File: src/rtl/odd_seq_checker_sat_counter.sv
// Saturating up-counter with synchronous active-low clear.
module sat_counter #(
  parameter int W = 8
) (
  input  logic         clk,
  input  logic         rst,
  input  logic         inc,
  output logic [W-1:0] count
);

  always_ff @(posedge clk) begin
    if (!rst) begin
      count <= '0;
    end else if (inc && (count != {W{1'b1}})) begin
      count <= count + W'(1);
    end
  end

endmodule

File: config.mk
export PLATFORM = sky130hd
export DESIGN_NAME = sat_counter
export DESIGN_NICKNAME = d
export VERILOG_FILES = /design/src/rtl/odd_seq_checker_sat_counter.sv
export SDC_FILE = /design/constraint.sdc
export NUM_CORES = 1
export LEC_CHECK = 0
export CORE_AREA = 2 2 39 41
export CTS_CLUSTER_DIAMETER = 80
export DETAILED_ROUTE_END_ITERATION = 8
export DIE_AREA = 0 0 41 43
export PLACE_DENSITY = 0.51
export SETUP_SLACK_MARGIN = 0.1
export SLEW_MARGIN = 20
export SYNTH_ARGS = -nofsm -noshare
export SYNTH_HDL_FRONTEND = slang
export SYNTH_SLANG_ARGS = --single-unit
export TNS_END_PERCENT = 100
File: constraint.sdc
create_clock -name clk -period 3.7 [get_ports clk]
set_clock_uncertainty 0.15 [all_clocks]
set_input_delay 0.555 -clock clk [delete_from_list [all_inputs] [get_ports clk]]
set_output_delay 0.555 -clock clk [all_outputs]
set_load 0.005 [all_outputs]
==> flow_summary.yaml <==
critical_path:
  crit_family: "buffers and inverters"
  ff2ff_path_depth: 4
  path_max_fanout: 8
  critical-path-max-stage-delay_ns: 0.55
  crit_slowest_cell: "clkdlybuf4s50_1"
  critPathArrivalTime_ns: 1.26
  critical_path.startpoint_type: "flip-flop"
  reg2reg_slack_ns: 2.07
  cp-end-kind: "output port"
  cp.buffers_inverters: 1
  criticalPathCategory: "flip-flop to output port"
  worstPathRequired_ns: 2.99
  r2r_start: "count[0]"
  r2r_end: "count[6]"
  path_cells: "clkdlybuf4s50_1"
logic_synthesis:
  yosys.cell_count.top_type: "dfxtp_1"
  syn_area_um2: 404
  ys_async_sr_fraction_pct: 0
  yosysTopAreaCellShare_pct: 39.6
  ys_dominant_reg_cell: "dfxtp_1"
  synthTopCellsByArea: "dfxtp_1 (40%), a21oi_1 (6.2%), nand2_1 (5.6%), mux2i_1 (5.0%), nor3_1 (3.7%)"
  synth.distinct_cells: 22
  ys_seq_area_share_pct: 39.6
  synthesis.instances: 47
  syn_area_per_cell_um2: 8.60
  synth_top_area_cell: "dfxtp_1"
  synth_nets: 51
  synth_warnings: 0
  synth.top_cells.by_count: "dfxtp_1 (8), nand2_1 (6), a21oi_1 (5)"
  ys_ff_latch: 8
  synth_edf_count: 0
min_path:
  min_path_cells: 2
  hold_start: "count[1]"
  min_path_type: "flip-flop to flip-flop"
  hold_end: "count[1]"
cts:
  cts_root_buf: "clkbuf_4"
  max-clock-path-buffers: 2
  clk_pin_slew_ns: 0.05
  clk_latency_ns: 0.25
  ctsResizeCount: 0
  htreeDepth: 1
  holdBufCountCts: 0
  post_cts_buffers: 0
  cts_sinks: 8
  cts_tree: "built"
  cts_buffers: 3
sta:
  post-route-period-util_pct: 53.0
  hold_violations: 0
  min_period_ns: 1.96
  relSlewSlack_pct: 81.6
  fmax_mhz: 510
  report.final.slew_viol_count: 0
  timing.setup.tns_ns: 0
  setup_violations: 0
  worst_slew_pin_slew_ns: 0.275
  rsz0062_at_grt: "no"
final_layout:
  syn_to_final_growth_pct: 34.1
  seq_area_um2: 160
  top_regs: "count: 8 flops"
  antenna_cells: 0
  fin_cells: 75
  largest_reg_flops: 8
  regMostFlops: "count"
  fin_nets: 65
  drive_gt1_share_pct: 8.47
  multi_input_area_um2: 231
  n_fill_cell: 148
power_and_ir_drop:
  leakage_uw: 0.000196
  p_per_area_mw_per_mm2: 317
  vdd_drop_max_uv: 185
placed_design:
  place_inst: 72
  numPortBuffers: 10
  hpwl_um: 635
  gp_congestion: 0.730
outcome:
  status: "finished, final reports clean"
drt:
  drt_wl_total_um: 841
  vias_per_cell: 5.27
  via_count: 395
  first_pass_iters: 4
  wl_per_cell_um: 11.2
  ant_nets: 0
  wl_met1_um: 414
  drcViolationCount: 0
  wl_met2_um: 369
  routed.top_layer: "met4"
  wl_met3_um: 43
  drt_iter0_markers: 8
global_route:
  grt.overflow.total: 0
  grt_pass1_vias: 318
  grt_max_degree: 9
  antenna_found_initial: 0
  grt_pass1_wl_um: 1430
  grt_usage_pct: 12.2
floorplanning:
  core_mm2: 0.00138
  die-area_mm2: 0.00176
  row_count: 14
  initial_core_util_pct: 29.2
  die_y_um: 43
  die_w_um: 41
  pin_count: 11
job:
  drv_cap: 0
==> cell usage in the layout, fill, tap and decap left out <==
cell type / count
a211oi_1: 2
a21boi_0: 1
a21boi_2: 1
a21oi_1: 5
a311oi_1: 1
a31oi_1: 1
and3_1: 2
and4_1: 1
and4_2: 1
clkbuf_4: 3
clkdlybuf4s50_1: 10
dfxtp_1: 8
ha_1: 1
inv_1: 2
mux2i_1: 2
nand2_1: 6
nand2b_1: 1
nand3_1: 2
nand4_1: 2
nor3_1: 3
o21ai_0: 1
o21bai_1: 2
or4_1: 1
==> worst reg2reg max path: stages, from the launching register on <==
cell	delay [ns]
dfxtp_1	0.41
ha_1	0.26
nand3_1	0.12
or4_1	0.40
and3_1	0.18
==> where the power goes <==
part	leakage, µW	internal [µW]	total [µW]	switching [µW]
sequential	0.0000648	88.5	91.5	2.99
combinational	0.000117	8.65	14.9	6.29
clock	0.0000138	37.0	65.6	28.5
total	0.000196	134	172	37.8
==> cell families after synthesis <==
logic type / count (synthesis) / share of synthesized area [%]
muxes: 2 / 4.95
buffers and inverters: 3 / 3.10
and+or+nand+nor: 19 / 26.0
adders and majority gates: 1 / 3.10
AOI/OAI and AO/OA: 14 / 23.2
DFF: 8 / 39.6
==> through the flow <==
step	utilization [%]	total power (µW)	worst slack, ns	hold slack, ns	area (µm²)
floorplan	-	98.8	2.17	0.338	404
global placement	37.5	108	1.64	0.349	519
detailed placement	37.5	108	1.62	0.351	519
CTS	39.2	174	1.73	0.365	542
global route	39.2	179	1.67	0.417	542
finish	39.2	172	1.74	0.359	542
==> worst max-delay path by stage <==
stage	startpoint	to	slack, ns	depth (start not counted)
CTS	count[3]	count[3]	1.73	1
global route	count[3]	count[3]	1.67	1
detailed placement	inc	count[6]	1.62	4
finish	count[3]	count[3]	1.74	1
floorplan	count[0]	count[6]	2.17	4
global placement	inc	count[6]	1.64	4
==> layer usage <==
metal | up-vias | global-route usage, %
met3 | 2 | 3.14
met4 | 0 | 8.00
li1 | 206 | -
met5 | - | 0
met2 | 13 | 15.6
met1 | 174 | 17.1
==> cell type report <==
| type | instances | area share, % |
|---|---|---|
| repair buffers | 10 | 18.5 |
| multi-input cells | 36 | 42.7 |
| well taps | 16 | 3.70 |
| flip-flops and latches | 8 | 29.6 |
| clock buffers | 3 | 4.16 |
| inverters | 2 | 1.39 |
Note: power is estimated with default switching activity, not from simulation.
